**src/rtl/id_ex_pipe_pkg.sv**
```systemverilog
// Shared pipeline constants, the ID/EX update-action encoding and the load-use hazard check.
package id_ex_pipe_pkg;

  localparam int unsigned DW_DEF        = 16;
  localparam int unsigned RSEL_W        = 3;
  localparam logic [15:0] NOP_INSTR_DEF = 16'h0800;

  typedef enum logic [1:0] {
    ACT_LOAD,
    ACT_HOLD,
    ACT_BUBBLE
  } idex_act_e;

  // A load still in EX whose destination feeds the instruction now in decode.
  function automatic logic load_use_hit(
    input logic              ex_valid,
    input logic              ex_mem_read,
    input logic [RSEL_W-1:0] ex_rd_sel,
    input logic              id_valid,
    input logic [RSEL_W-1:0] id_rs_sel,
    input logic [RSEL_W-1:0] id_rt_sel
  );
    return ex_valid && ex_mem_read && id_valid &&
           ((ex_rd_sel == id_rs_sel) || (ex_rd_sel == id_rt_sel));
  endfunction

endpackage

```
**src/rtl/id_ex_pipe_operand_bypass.sv**
```systemverilog
// Write-through operand select: writeback data wins over the stored value on a register match.
module operand_bypass
  import id_ex_pipe_pkg::*;
#(
  parameter int unsigned DW = DW_DEF
) (
  input  logic [RSEL_W-1:0] sel,
  input  logic [DW-1:0]     stored,
  input  logic              wb_en,
  input  logic [RSEL_W-1:0] wb_sel,
  input  logic [DW-1:0]     wb_data,
  output logic [DW-1:0]     operand
);

  always_comb begin
    operand = stored;
    if (wb_en && (wb_sel == sel)) operand = wb_data;
  end

endmodule

```
**src/rtl/id_ex_pipe.sv**
```systemverilog
// ID/EX pipeline register with write-through bypass, stall refresh and load-use bubble insertion.
module id_ex_pipe
  import id_ex_pipe_pkg::*;
#(
  parameter int unsigned   DW        = DW_DEF,
  parameter logic [DW-1:0] NOP_INSTR = NOP_INSTR_DEF
) (
  input  logic              clk,
  input  logic              rst,
  input  logic              stall,
  input  logic              flush,
  input  logic              id_valid,
  input  logic              id_reg_write,
  input  logic              id_mem_read,
  input  logic [DW-1:0]     id_pc,
  input  logic [DW-1:0]     id_instr,
  input  logic [DW-1:0]     id_imm,
  input  logic [RSEL_W-1:0] id_rs_sel,
  input  logic [RSEL_W-1:0] id_rt_sel,
  input  logic [RSEL_W-1:0] id_rd_sel,
  input  logic [DW-1:0]     id_read1,
  input  logic [DW-1:0]     id_read2,
  input  logic              wb_en,
  input  logic [RSEL_W-1:0] wb_sel,
  input  logic [DW-1:0]     wb_data,
  output logic              ex_valid,
  output logic              ex_reg_write,
  output logic              ex_mem_read,
  output logic [DW-1:0]     ex_pc,
  output logic [DW-1:0]     ex_instr,
  output logic [DW-1:0]     ex_imm,
  output logic [DW-1:0]     ex_op1,
  output logic [DW-1:0]     ex_op2,
  output logic [RSEL_W-1:0] ex_rs_sel,
  output logic [RSEL_W-1:0] ex_rt_sel,
  output logic [RSEL_W-1:0] ex_rd_sel,
  output logic              hold_id
);

  logic [DW-1:0] load_op1, load_op2, hold_op1, hold_op2;
  logic          hazard;
  idex_act_e     act;

  operand_bypass #(.DW(DW)) u_load_op1 (
    .sel(id_rs_sel), .stored(id_read1), .wb_en(wb_en), .wb_sel(wb_sel),
    .wb_data(wb_data), .operand(load_op1)
  );

  operand_bypass #(.DW(DW)) u_load_op2 (
    .sel(id_rt_sel), .stored(id_read2), .wb_en(wb_en), .wb_sel(wb_sel),
    .wb_data(wb_data), .operand(load_op2)
  );

  // A stalled EX instruction must still see writes that retire while it waits.
  operand_bypass #(.DW(DW)) u_hold_op1 (
    .sel(ex_rs_sel), .stored(ex_op1), .wb_en(wb_en), .wb_sel(wb_sel),
    .wb_data(wb_data), .operand(hold_op1)
  );

  operand_bypass #(.DW(DW)) u_hold_op2 (
    .sel(ex_rt_sel), .stored(ex_op2), .wb_en(wb_en), .wb_sel(wb_sel),
    .wb_data(wb_data), .operand(hold_op2)
  );

  always_comb begin
    hazard  = load_use_hit(ex_valid, ex_mem_read, ex_rd_sel, id_valid, id_rs_sel, id_rt_sel);
    hold_id = stall || hazard;
  end

  always_comb begin
    act = ACT_LOAD;
    if (flush)                    act = ACT_BUBBLE;
    else if (stall)               act = ACT_HOLD;
    else if (hazard || !id_valid) act = ACT_BUBBLE;
  end

  always_ff @(posedge clk or posedge rst) begin
    if (rst) begin
      ex_valid     <= 1'b0;
      ex_reg_write <= 1'b0;
      ex_mem_read  <= 1'b0;
      ex_pc        <= '0;
      ex_instr     <= NOP_INSTR;
      ex_imm       <= '0;
      ex_op1       <= '0;
      ex_op2       <= '0;
      ex_rs_sel    <= '0;
      ex_rt_sel    <= '0;
      ex_rd_sel    <= '0;
    end else begin
      case (act)
        ACT_LOAD: begin
          ex_valid     <= 1'b1;
          ex_reg_write <= id_reg_write;
          ex_mem_read  <= id_mem_read;
          ex_pc        <= id_pc;
          ex_instr     <= id_instr;
          ex_imm       <= id_imm;
          ex_op1       <= load_op1;
          ex_op2       <= load_op2;
          ex_rs_sel    <= id_rs_sel;
          ex_rt_sel    <= id_rt_sel;
          ex_rd_sel    <= id_rd_sel;
        end
        ACT_HOLD: begin
          ex_op1 <= hold_op1;
          ex_op2 <= hold_op2;
        end
        default: begin
          ex_valid     <= 1'b0;
          ex_reg_write <= 1'b0;
          ex_mem_read  <= 1'b0;
          ex_pc        <= '0;
          ex_instr     <= NOP_INSTR;
          ex_imm       <= '0;
          ex_op1       <= '0;
          ex_op2       <= '0;
          ex_rs_sel    <= '0;
          ex_rt_sel    <= '0;
          ex_rd_sel    <= '0;
        end
      endcase
    end
  end

endmodule

```
**config.mk**
```make
export PLATFORM = sky130hd
export DESIGN_NAME = id_ex_pipe
export DESIGN_NICKNAME = d
export VERILOG_FILES = /design/src/rtl/id_ex_pipe_pkg.sv /design/src/rtl/id_ex_pipe_operand_bypass.sv /design/src/rtl/id_ex_pipe.sv
export SDC_FILE = /design/constraint.sdc
export NUM_CORES = 1
export LEC_CHECK = 0
export ABC_AREA = 1
export BUFFER_PORTS_ARGS = -buffer_cell sky130_fd_sc_hd__buf_2
export CAP_MARGIN = 20
export CORE_MARGIN = 2
export CORE_UTILIZATION = 40
export CTS_CLUSTER_SIZE = 8
export DETAILED_ROUTE_END_ITERATION = 10
export PLACE_DENSITY = 0.76
export SLEW_MARGIN = 25
export SYNTH_ARGS = -nofsm -noshare
export SYNTH_HDL_FRONTEND = slang
export SYNTH_SLANG_ARGS = --single-unit
```
**constraint.sdc**
```tcl
create_clock -name clk -period 3.9 [get_ports clk]
set_input_delay 0.78 -clock clk [delete_from_list [all_inputs] [get_ports clk]]
set_output_delay 0.78 -clock clk [all_outputs]
set_load 0.1 [all_outputs]
```
# Word level (Yosys, flattened, before mapping)
# Index checks and enable logic that the tools add are counted.
totals:
  mem_bits_rw: 0
  memories: 0
  mem_bits_ro: 0
  latchBits: 0
  regBits: 92
  in_bits: 116
op_classes:
  order_cmp: 0
  multipliers: 0
  n_div: 0
  reduce_logical: 12
  n_addsub: 0
  n_bitwise: 0
  n_mux: 18
  shift: 0
  n_eq_ne: 9
op_table:
  columns: ["op", "count"]
  rows:
  - ["$pmux 16 s2", 5]
  - ["$mux 16", 4]
  - ["$eq 3x3->1", 6]
  - ["$pmux 3 s2", 3]
  - ["$logic_and 1x1->1", 7]
  - ["$mux 2", 3]
  - ["$pmux 1 s2", 3]
  - ["$ne 2x1->1 const B", 2]
  - ["$logic_or 1x1->1", 3]
  - ["$eq 2x1->1 const B", 1]
  - ["$logic_not 2->1", 1]
  - ["$logic_not 1->1", 1]

# Logic depth before layout (Yosys ltp)
# Gate-level depths: netlist of the first run.
depth:
  ltp_word: 9
  depth_mapped: 10
  ltp_nobuf: 9

# By module
# Synthesis of the first run repeated with hierarchy kept, for this count alone.
unflattened:
  cells_unflattened: 714
  hier_area_um2: 5275.1
by_module_without_submodules:
  columns: ["mod", "area_each_um2", "cells_each", "n_inst"]
  rows:
  - ["id_ex_pipe", 3943.8, 442, 1]
  - ["operand_bypass", 332.8, 68, 4]

# Least setup slack after synthesis of the first run
# No wires, ideal clock.
synth_timing:
  path_kind: "reg2out"
  startpoint: "register ex_mem_read"
  endpoint: "output port hold_id"
  path_stages_with_launch: 6
  arrival_ps: 2214
  slack_ps: 906
  t_required_ps: 3120
  cell_sequence: "dfrtp_1 inv_1 nor3_1 nand2_2 buf_2 nand2_1"
synth_between:
  elab_chain_cells: 4
synth_lines:
  columns: ["element", "line_no", "source"]
  rows:
  - ["start, declared", "id_ex_pipe.sv:28", "output logic ex_mem_read,"]
  - ["start signal, assigned", "id_ex_pipe.sv:95", "ex_mem_read <= id_mem_read;"]
  - ["$logic_and 1x1->1 (3 in a row)", "id_ex_pipe_pkg.sv:23", "return ex_valid && ex_mem_read && id_valid &&"]
  - ["$logic_or 1x1->1", "id_ex_pipe.sv:67", "hold_id = stall || hazard;"]
  - ["end, declared", "id_ex_pipe.sv:37", "output logic hold_id"]
# No other way between the ends.

# Worst setup path after layout of the first run
layout_timing:
  startpoint: "input port id_rs_sel[1]"
  endpoint: "output port hold_id"
layout_between:
  elab_chain_cells: 4
layout_lines:
  columns: ["element", "line_no", "source"]
  rows:
  - ["start, declared", "id_ex_pipe.sv:18", "input logic [RSEL_W-1:0] id_rs_sel,"]
  - ["$eq 3x3->1", "id_ex_pipe_pkg.sv:24", "((ex_rd_sel == id_rs_sel) || (ex_rd_sel == id_rt_sel));"]
  - ["$logic_or 1x1->1", "id_ex_pipe_pkg.sv:24", null]
  - ["$logic_and 1x1->1", "id_ex_pipe_pkg.sv:23", null]
  - ["$logic_or 1x1->1", "id_ex_pipe.sv:67", null]
# No other way between the ends.

==> flow_summary.yaml, run 1 <==
synthesis:
  syn_area_um2: 4640
  synth_seq_area_share: 0.497
  synth_nets: 713
  ys_warn_count: 0
  netlist-cell-type-count: 25
  ys_seq_elements: 92
  syn-instance-count: 597
  syn_area_per_cell_um2: 7.77
setup_path:
  cp-start-kind: "primary input"
  criticalPathCategory: "primary input to primary output"
  end_kind: "primary output"
  crit_fanout: 4
  rr_worst_depth: 10
  critPathArrivalTime_ps: 1860
  required_ps: 3120
  r2r_slack_ps: 1720
final_layout:
  multi_input_area_um2: 1890
  seq_area_um2: 2300
  mostFrequentLayoutCells: "buf_2 (208), nand2_1 (151), dfrtp_1 (91), o21ai_0 (74), inv_1 (66)"
  fin_nets: 906
  post-route-util: 0.531
  final_cells: 938
  layout_commonest_cell: "buf_2"
  num_antenna_cells: 0
  layout-drive-gt1-share: 0.321
  fillers: 1126
  syn_to_final_growth_pct: 30.2
  design_area_um2: 6040
die:
  start_util: 0.408
  die_h_um: 112
  core_um2: 11400
  dieWidth_um: 112
  num_rows: 39
  ios: 209
  dieArea_um2: 12500
clock_network:
  cts_sinks: 92
  hold_buffers: 0
  cts_resized: 0
  cts_tree: "done"
  cts_buffers: 9
  post-cts-setup-buffers: 0
  cts_max_path_buffers: 2
  root_buffer: "clkbuf_16"
  clk_latency_ps: 340
  htree_levels: 3
  clk_pin_slew_ps: 70
route:
  drt_pass1_iterations: 6
  drc_errors: 0
  drt-total-wl_um: 14200
  via_count: 4812
  ant_nets: 0
  drt_iter0_drc: 446
  routedWlPerCell_um: 15.1
  vias_per_cell: 5.13
timing:
  worstMarginPinSlew_ps: 634
  relSlewSlack: 0.576
  hold_violations: 0
  worst_slack_ps: 1260
  rsz0062_at_grt: "false"
  drv_slew: 0
  finClkSkew_ps: 6.65
  setup_viol: 0
  period_share: 0.676
  fmax_ghz: 0.379
  period_needed_ps: 2640
  tns_ps: 0
  whs_ps: 448
power_and_ir_drop:
  ir_drop_mv: 0.206
  p_leak_nw: 3.43
  pwr-share-clk: 0.329
  powerDensity_nw_per_um2: 432
  p_sw_mw: 1.02
  internal_power_mw: 1.59
  power_mw: 2.61
  p_seq_frac: 0.396
  combPwrFrac: 0.274
  p_sw_frac: 0.391
worst_hold_path:
  hp-class: "primary input to async pin"
placed_design:
  placed_cell_area_um2: 5750
  pre_cts_ws_ps: 1230
  dp_cells: 922
  io_buffer_count: 208
  hpwl_um: 10400
  gp_congestion: 0.852
run_status:
  status: "finished clean"
global_routing:
  grt_first_pass_wirelength_um: 23300
  grt_usage: 0.232
  globalRouteOverflowTotal: 0
  grt_pass1_vias: 4659
  grt_max_degree: 36
  antenna_found_initial: 0
flow_run:
  cap_violations: 0
==> cell families (layout without fill, tap and decap cells) <==
family,after synthesis,after routing,share of synthesized area
flip-flops,92,92,0.497
AND/OR/NAND/NOR,267,267,0.258
XOR/XNOR,4,4,0.00755
AO/OA/AOI/OAI,127,127,0.139
buffers and inverters,107,305,0.0979
==> critical path: stages <==
cell and delay, ps:
buf_2 100, inv_1 90, nand2_1 60, nand2_1 60, nand3_1 80, nand2_1 100
nand2_2 70, nand2_1 60, buf_2 440
==> power by group through the flow <==
| stage | clock network [mW] | logic, mW | registers, mW |
|---|---|---|---|
| after CTS | 0.877 | 0.719 | 1.03 |
| after global placement | 0 | 0.715 | 1.05 |
| after global routing | 0.923 | 0.760 | 1.04 |
| after detailed placement | 0 | 0.718 | 1.05 |
| after floorplan | 0 | 0.179 | 1.41 |
| final | 0.858 | 0.715 | 1.03 |
==> final timing paths <==
check	startpoint	endpoint
min in group clk	ex_instr[4]	ex_instr[4]
max in group asynchronous	rst	ex_pc[10]
worst min-delay path	rst	ex_pc[9]
worst min register to register	ex_instr[4]	ex_instr[4]
worst max-delay path	id_rs_sel[1]	hold_id
worst max register to register	ex_rd_sel[0]	ex_pc[4]
==> metal layers <==
metal  GRT usage  part of all wire
met5           0                 0
met4      0.0765             0.018
met3      0.0577             0.095
met2       0.375              0.47
met1       0.308              0.42
==> Yosys cell counts <==
library cell | n | area share
a21oi_1 | 33 | 0.036
buf_6 | 4 | 0.0097
nor2_4 | 4 | 0.0097
nand4_2 | 1 | 0.0027
dfstp_2 | 1 | 0.0057
o21ai_0 | 74 | 0.080
clkbuf_1 | 13 | 0.011
buf_1 | 3 | 0.0024
o21ai_1 | 12 | 0.013
dfrtp_1 | 91 | 0.49
nand3_1 | 34 | 0.037
nor2_1 | 36 | 0.029
inv_2 | 6 | 0.0049
nand3b_2 | 1 | 0.0024
nand4_1 | 32 | 0.043
buf_2 | 12 | 0.013
nand2_2 | 5 | 0.0067
nand2_1 | 151 | 0.12
inv_1 | 67 | 0.054
o22ai_1 | 8 | 0.011
nand3_2 | 1 | 0.0022
buf_4 | 2 | 0.0032
nand2_4 | 1 | 0.0024
nor3_1 | 1 | 0.0011
xnor2_1 | 4 | 0.0076
==> final cells by class <==
class,instances,share of cell area
sequential,92,0.382
tap,143,0.0296
multi-input combinational,398,0.313
inverter,73,0.0456
clock buffer,9,0.0373
timing repair buffer,216,0.182
clock inverter,7,0.0106
==> state kept, by name, indices dropped and copies added (netlist names), 3 cells and up <==
signal / cells
ex_imm: 16
ex_rt_sel: 3
ex_op1: 16
ex_rs_sel: 3
ex_op2: 16
ex_rd_sel: 3
ex_pc: 16
ex_instr: 16
(Power assumes the default switching activity.)
==> run 2, diff against run 1 <==
--- a/config.mk
+++ b/config.mk
@@ -12,7 +12,7 @@
 export CORE_UTILIZATION = 40
 export CTS_CLUSTER_SIZE = 8
 export DETAILED_ROUTE_END_ITERATION = 10
-export PLACE_DENSITY = 0.76
+export PLACE_DENSITY = 0.78
 export SLEW_MARGIN = 25
 export SYNTH_ARGS = -nofsm -noshare
 export SYNTH_HDL_FRONTEND = slang
==> constraint.sdc (replaced) <==
create_clock -name clk -period 2.19 [get_ports clk]
set_input_delay 0.438 -clock clk [delete_from_list [all_inputs] [get_ports clk]]
set_output_delay 0.438 -clock clk [all_outputs]
set_load 0.1 [all_outputs]
==> flow_summary.yaml, run 2 (synthesis gave the netlist of run 1 again) <==
run_status:
  status: "finished clean"
route:
  drt_pass1_iterations: 5
  drc_errors: 0
  via_count: 4872
  drt-total-wl_um: 14600
  routedWlPerCell_um: 15.4
  vias_per_cell: 5.15
  drt_iter0_drc: 619
  ant_nets: 0
timing:
  drv_slew: 0
  setup_viol: 0
  relSlewSlack: 0.655
  hold_violations: 0
  rsz0062_at_grt: "false"
  whs_ps: 178
  finClkSkew_ps: 5.26
  tns_ps: 0
  period_needed_ps: 1950
  worstMarginPinSlew_ps: 521
  period_share: 0.889
  fmax_ghz: 0.514
clock_network:
  clk_pin_slew_ps: 70
  cts_sinks: 92
  htree_levels: 3
  post-cts-setup-buffers: 0
  cts_resized: 0
  root_buffer: "clkbuf_16"
  clk_latency_ps: 340
  cts_buffers: 9
  hold_buffers: 0
  cts_tree: "done"
  cts_max_path_buffers: 2
final_layout:
  layout_commonest_cell: "buf_2"
  design_area_um2: 6190
  fin_nets: 914
  layout-drive-gt1-share: 0.335
  multi_input_area_um2: 1890
  final_cells: 946
  seq_area_um2: 2310
  fillers: 1081
  num_antenna_cells: 0
  syn_to_final_growth_pct: 33.5
  mostFrequentLayoutCells: "buf_2 (207), nand2_1 (150), dfrtp_1 (86), o21ai_0 (74), inv_1 (66)"
placed_design:
  gp_congestion: 0.881
  placed_cell_area_um2: 5860
  hpwl_um: 10400
  dp_cells: 930
  io_buffer_count: 208
setup_path:
  end_kind: "primary output"
  critPathArrivalTime_ps: 1510
  r2r-end: "ex_op2[6]"
  criticalPathCategory: "flip-flop to primary output"
  crit_fanout: 4
  crit_chain: "inv_1 > nand2_1 > nand2_1 > nand3_1 > nand2_1 > nand2_2 > nand2_2 > buf_12"
  rr_worst_depth: 5
  required_ps: 1750
  cp-start-kind: "flip-flop"
  r2r_slack_ps: 440
  critPathSlowestCell: "dfrtp_2"
  cpPeakStageDelay_ps: 420
  cpMostUsedCell: "nand2_1"
  r2r_start: "ex_rt_sel[1]"
global_routing:
  grt_pass1_vias: 4592
  grt_max_degree: 61
  grt_first_pass_wirelength_um: 23300
  antenna_found_initial: 0
  globalRouteOverflowTotal: 0
  grt_usage: 0.232
power_and_ir_drop:
  p_leak_nw: 3.49
  ir_drop_mv: 0.451
  powerDensity_nw_per_um2: 789
flow_run:
  cap_violations: 0
worst_hold_path:
  hp-class: "primary input to async pin"
die:
  start_util: 0.408
  dieArea_um2: 12500
  num_rows: 39
  die_h_um: 112
  ios: 209
  dieWidth_um: 112
  core_um2: 11400
[run 2: cell types whose count changed in the layout (fill, tap and decap cells not counted), sizes merged]
cell / change
clkinvlp: +2
bufinv: +2
clkinv: -2
buf: +8
inv: -2
[run 2: area by class of cell]
| class | count | area share |
|---|---|---|
| inverter | 73 | 0.0449 |
| multi-input combinational | 398 | 0.306 |
| clock inverter | 7 | 0.0174 |
| tap | 143 | 0.0289 |
| sequential | 92 | 0.373 |
| clock buffer | 9 | 0.0364 |
| timing repair buffer | 224 | 0.194 |
[run 2: through the flow]
step	setup slack, ps	total power, mW	util
2_1_floorplan	77.5	2.84	-
3_3_place_gp	307	3.17	0.515
3_5_place_dp	279	3.18	0.515
4_1_cts	228	4.92	0.545
5_1_grt	151	5.08	0.545
6_report	243	4.89	0.545
[run 2: power by group]
group	switching, mW	total [mW]	leakage [nW]	internal [mW]
logic	1.04	1.30	2.11	0.261
registers	0.0558	1.84	1.22	1.79
clock network	0.718	1.74	0.160	1.02
[run 2: layer usage]
layer  track usage  vias to the layer above  wire (um)
met5             0                        -          0
met4         0.100                        0        364
met2         0.360                      296       6660
li1              -                     2345          -
met3        0.0577                       21       1590
met1         0.309                     2210       5960
[run 2: critical path, delay by kind of cell, from the launching register on]
family                 cells  cell delay, ps
DFF                        1             420
and+or+nand+nor            6             450
buffers and inverters      2             280
[run 2: how the worst max path moves through the flow]
stage                 startpoint    endpoint  slack, ps  cells after the start
floorplan           ex_rd_sel[1]     hold_id         80                      8
global placement       wb_sel[2]  ex_op2[11]        310                      6
detailed placement     wb_sel[2]   ex_op2[0]        280                      6
CTS                 ex_rd_sel[0]     hold_id        230                      8
global route        ex_rd_sel[1]     hold_id        150                      8
finish              ex_rd_sel[0]     hold_id        240                      8
